## config.mk

```make
export PLATFORM = sky130hd
export DESIGN_NAME = dds_dac_serializer
export DESIGN_NICKNAME = d
export VERILOG_FILES = /design/src/rtl/dds_pkg.sv /design/src/rtl/dds_dac_serializer_bit_timer.sv /design/src/rtl/dds_dac_serializer.sv
export SDC_FILE = /design/constraint.sdc
export NUM_CORES = 1
export LEC_CHECK = 0
export CAP_MARGIN = 20
export CORE_MARGIN = 2
export CORE_UTILIZATION = 45
export CTS_CLUSTER_SIZE = 40
export DETAILED_ROUTE_END_ITERATION = 7
export DONT_BUFFER_PORTS = 1
export HOLD_SLACK_MARGIN = 0.03
export PLACE_DENSITY = 0.67
export SLEW_MARGIN = 20
export SYNTH_ARGS = -nofsm -noshare
export SYNTH_HDL_FRONTEND = slang
export SYNTH_HIERARCHICAL = 1
export SYNTH_SLANG_ARGS = --single-unit
export TNS_END_PERCENT = 5
```

## constraint.sdc

```tcl
create_clock -name clk -period 2.4 [get_ports clk]
set_input_delay 0.48 -clock clk [delete_from_list [all_inputs] [get_ports clk]]
set_output_delay 0.48 -clock clk [all_outputs]
set_load 0.03 [all_outputs]
```

## src/rtl/dds_pkg.sv

```systemverilog
// Shared constants and types for the DDS sample path and its serial DAC back end.
package dds_pkg;

  localparam int unsigned SAMPLE_W        = 16;
  localparam int unsigned DEFAULT_CLK_DIV = 4;

  typedef enum logic [1:0] {
    IDLE,
    SHIFT,
    GAP
  } ser_state_t;

endpackage

```

## src/rtl/dds_dac_serializer_bit_timer.sv

```systemverilog
// Bit-period phase counter for the serial DAC link: CLK_DIV cycles with sclk low,
// then CLK_DIV cycles with sclk high, restartable from phase 0.
module serial_bit_timer #(
  parameter int unsigned CLK_DIV = dds_pkg::DEFAULT_CLK_DIV
) (
  input  logic clk,
  input  logic reset,
  input  logic start,
  input  logic en,
  output logic sclk_level,
  output logic bit_start,
  output logic bit_end
);

  localparam int unsigned PW = $clog2(2 * CLK_DIV);
  localparam logic [PW-1:0] LAST    = PW'(2 * CLK_DIV - 1);
  localparam logic [PW-1:0] HALF_M1 = PW'(CLK_DIV - 1);

  logic [PW-1:0] phase;

  // sclk_level is registered from the upcoming phase so it lines up with phase itself.
  always_ff @(posedge clk) begin
    if (reset || start) begin
      phase      <= '0;
      sclk_level <= 1'b0;
    end else if (en) begin
      if (phase == LAST) begin
        phase      <= '0;
        sclk_level <= 1'b0;
      end else begin
        phase      <= phase + 1'b1;
        sclk_level <= (phase >= HALF_M1);
      end
    end
  end

  assign bit_start = en && (phase == '0);
  assign bit_end   = en && (phase == LAST);

endmodule

```

## src/rtl/dds_dac_serializer.sv

```systemverilog
// Captures DDS samples into a one-entry holding register and shifts them MSB-first
// to a serial DAC with a frame sync on the MSB bit period.
module dds_dac_serializer
  import dds_pkg::*;
#(
  parameter int unsigned W       = SAMPLE_W,
  parameter int unsigned CLK_DIV = DEFAULT_CLK_DIV
) (
  input  logic         clk,
  input  logic         reset,
  input  logic [W-1:0] sample,
  input  logic         new_sample_ready,
  input  logic         clr_overrun,
  output logic         dac_sclk,
  output logic         dac_sdata,
  output logic         dac_fs,
  output logic         busy,
  output logic         overrun
);

  localparam int unsigned CW = $clog2(W);
  localparam logic [CW-1:0] LAST_BIT = CW'(W - 1);

  ser_state_t    state;
  logic [W-1:0]  hold;
  logic          hold_valid;
  logic [W-1:0]  shreg;
  logic [CW-1:0] bit_cnt;

  logic take;
  logic bit_start;
  logic bit_end;
  logic sclk_level;

  assign take = (state == IDLE) && hold_valid;

  serial_bit_timer #(
    .CLK_DIV (CLK_DIV)
  ) u_timer (
    .clk        (clk),
    .reset      (reset),
    .start      (take),
    .en         (state == SHIFT),
    .sclk_level (sclk_level),
    .bit_start  (bit_start),
    .bit_end    (bit_end)
  );

  assign dac_sclk = sclk_level;

  always_ff @(posedge clk) begin
    if (reset) begin
      state      <= IDLE;
      hold       <= '0;
      hold_valid <= 1'b0;
      shreg      <= '0;
      bit_cnt    <= '0;
      dac_sdata  <= 1'b0;
      dac_fs     <= 1'b0;
      busy       <= 1'b0;
      overrun    <= 1'b0;
    end else begin
      if (new_sample_ready && (!hold_valid || take)) begin
        hold       <= sample;
        hold_valid <= 1'b1;
      end else if (take) begin
        hold_valid <= 1'b0;
      end

      if (new_sample_ready && hold_valid && !take) begin
        overrun <= 1'b1;
      end else if (clr_overrun) begin
        overrun <= 1'b0;
      end

      // Next-cycle view of (state != IDLE) | hold_valid.
      busy <= take || (state == SHIFT) || new_sample_ready || (hold_valid && !take);

      case (state)
        IDLE: begin
          if (hold_valid) begin
            shreg     <= hold;
            bit_cnt   <= LAST_BIT;
            dac_sdata <= hold[W-1];
            dac_fs    <= 1'b1;
            state     <= SHIFT;
          end else begin
            dac_sdata <= 1'b0;
            dac_fs    <= 1'b0;
          end
        end
        SHIFT: begin
          if (bit_end) begin
            dac_fs <= 1'b0;
            if (bit_cnt == '0) begin
              dac_sdata <= 1'b0;
              state     <= GAP;
            end else begin
              shreg     <= shreg << 1;
              bit_cnt   <= bit_cnt - 1'b1;
              dac_sdata <= shreg[W-2];
            end
          end
        end
        GAP: begin
          dac_sdata <= 1'b0;
          dac_fs    <= 1'b0;
          state     <= IDLE;
        end
        default: begin
          dac_sdata <= 1'b0;
          dac_fs    <= 1'b0;
          state     <= IDLE;
        end
      endcase
    end
  end

  a_bit_starts_low: assert property (@(posedge clk) disable iff (reset)
    bit_start |-> !dac_sclk);

endmodule

```

==> impl_metrics.yaml, run 1 <==
die:
  io_pins: 25
  die-area_sq_mm: 0.00550
  die_h_um: 74.2
  core_sq_mm: 0.00472
  rows: 25
  start_util_pct: 46.9
  die_x_um: 74.2
clock_network:
  cts_tree: "yes"
  cts.clk_slew.worst_paths_ns: 0.08
  htreeDepth: 2
  cts_resized: 0
  cts_buffer_depth: 2
  cts_num_sinks: 46
  cts_setup_buffers: 0
  worstSkewPairLatency_ns: 0.29
  cts_hold_buf: 0
  cts_made_buffers: 5
  root_buffer: "clkbuf_8"
detailed_routing:
  drtPass1Iterations: 4
  viasPerCell: 5.34
  drt_iter0_drc: 61
  wl_per_cell_um: 14.1
  vias: 1571
  drtAntennaViolNets: 0
  wl_um: 4150
  drc: 0
power_and_ir_drop:
  p_switching_mw: 0.348
  p_int_mw: 1.09
  switching_share_pct: 24.2
  p_comb_share_pct: 10.3
  p_leak_nw: 0.880
  p_per_area_mw_per_mm2: 624
  p_seq_share_pct: 57.7
  vdd_drop_max_v: 0.000361
  p_clk_share_pct: 32.0
  total_power_mw: 1.44
final_layout:
  diodes: 0
  layout_common_cells: "dfxtp_1 (46), a21oi_1 (19), nor2_1 (19)"
  final_common_cell: "dfxtp_1"
  areaGrowthSynthToFinish_pct: 4.01
  fin_util_pct: 48.8
  drive_gt1_share_pct: 13.7
  final_cells: 294
  fin_area_sq_mm: 0.00230
  fin_nets: 252
global_routing:
  grt_pass1_wl_um: 7110
  use_met1_pct: 20.3
  grt_usage_pct: 16.9
  grt_pass1_vias: 1573
  use_met3_pct: 4.74
  gr-max-usage-layer: "met2"
  antenna_found_initial: 0
  grt.met2_usage_pct: 29.0
  grt_max_degree: 60
  grt-ovfl-total: 0
sta:
  finalClockSkew_ns: 0.00225
  fin_crit_sh_pct: 88.7
  fmax_mhz: 470
  setup_viol: 0
  tightest_slew_ns: 0.686
  relSlewSlack_pct: 54.2
  drv_slew: 0
  post-route-min-period_ns: 2.13
  finalHoldViolCount: 0
  grt_setup_unrepaired: "false"
  holdWs_ns: 0.257
  setup_ws_ns: 0.271
  finalSetupTns_ns: 0
logic_synthesis:
  syn-instance-count: 237
  syn-num-nets: 261
  yosysWarningCount: 6
  synth_area_sq_mm: 0.00221
  avgSynthCellArea_sq_um: 9.34
worst_setup_path:
  r2r_slack_ns: 0.27
  worstPathMaxFanout: 17
  timing_worst_setup_path_type: "reg -> reg"
  rr_worst_depth: 7
  required_ns: 2.58
  cp-end-kind: "register"
  crit_path_start_kind: "register"
  cp_data_arrival_time_ns: 2.31
placed_design:
  dpl_cell_area_sq_mm: 0.00222
  gp_congestion: 0.742
  dp_hpwl_um: 2720
  dpl.cell_count: 288
  portBuffers: 0
  place_ws_ns: 0.286
worst_hold_path:
  whs_path_depth: 1
  hold_path_class: "in -> reg"
flow_run:
  max_cap_violations: 0
status:
  status: "finished clean"
-- routing by layer --
layer,up-vias,part of all wire [%]
met1,744,46
met5,-,0
li1,801,-
met2,21,49
met3,5,3.7
met4,0,1.5
-- power by group through the flow --
stage          Sequential, mW  Combinational [mW]  Clock [mW]
2_1_floorplan           0.838               0.153           0
3_3_place_gp            0.847               0.146           0
3_5_place_dp            0.848               0.150           0
4_1_cts                 0.830               0.150       0.475
5_1_grt                 0.834               0.167       0.505
6_report                0.830               0.148       0.460
-- critical path, stage by stage (launching register included) --
cell,delay (ns)
dfxtp_1,0.40
ha_1,0.21
ha_1,0.19
and2_1,0.18
and3b_1,0.38
a21oi_4,0.10
buf_12,0.18
a2111oi_0,0.36
-- area by class of cell --
type	instances	area (sq um)
fill	481	2420
multi-input combinational	161	1140
sequential	46	921
tap	67	83.8
clock buffer	6	82.6
timing repair buffer	4	42.5
inverter	10	37.5
-- worst paths after layout --
kind / startpoint / to
max: u_timer/phase[0]$_SDFFE_PP0P_ / bit_cnt[2]$_SDFFE_PP0P_
min reg2reg: hold[8]$_SDFFE_PP0P_ / hold[8]$_SDFFE_PP0P_
max reg2reg: u_timer/phase[0]$_SDFFE_PP0P_ / bit_cnt[2]$_SDFFE_PP0P_
min: reset / u_timer/phase[0]$_SDFFE_PP0P_
-- sequential cells by signal, indices dropped and copies added (netlist names), 2 cells and up --
signal / cells
u_timer/phase: 3
state: 2
hold: 16
shreg: 15
bit_cnt: 4
(Power assumes the default switching activity.)
==> run 2: changes to the inputs <==
--- a/config.mk
+++ b/config.mk
@@ -11,7 +11,7 @@
 export CTS_CLUSTER_SIZE = 40
 export DETAILED_ROUTE_END_ITERATION = 7
 export DONT_BUFFER_PORTS = 1
-export HOLD_SLACK_MARGIN = 0.03
+export HOLD_SLACK_MARGIN = 0.05
 export PLACE_DENSITY = 0.67
 export SLEW_MARGIN = 20
 export SYNTH_ARGS = -nofsm -noshare
==> results of run 2 <==
The final DEF is identical to that of run 1; final timing and power are the same.
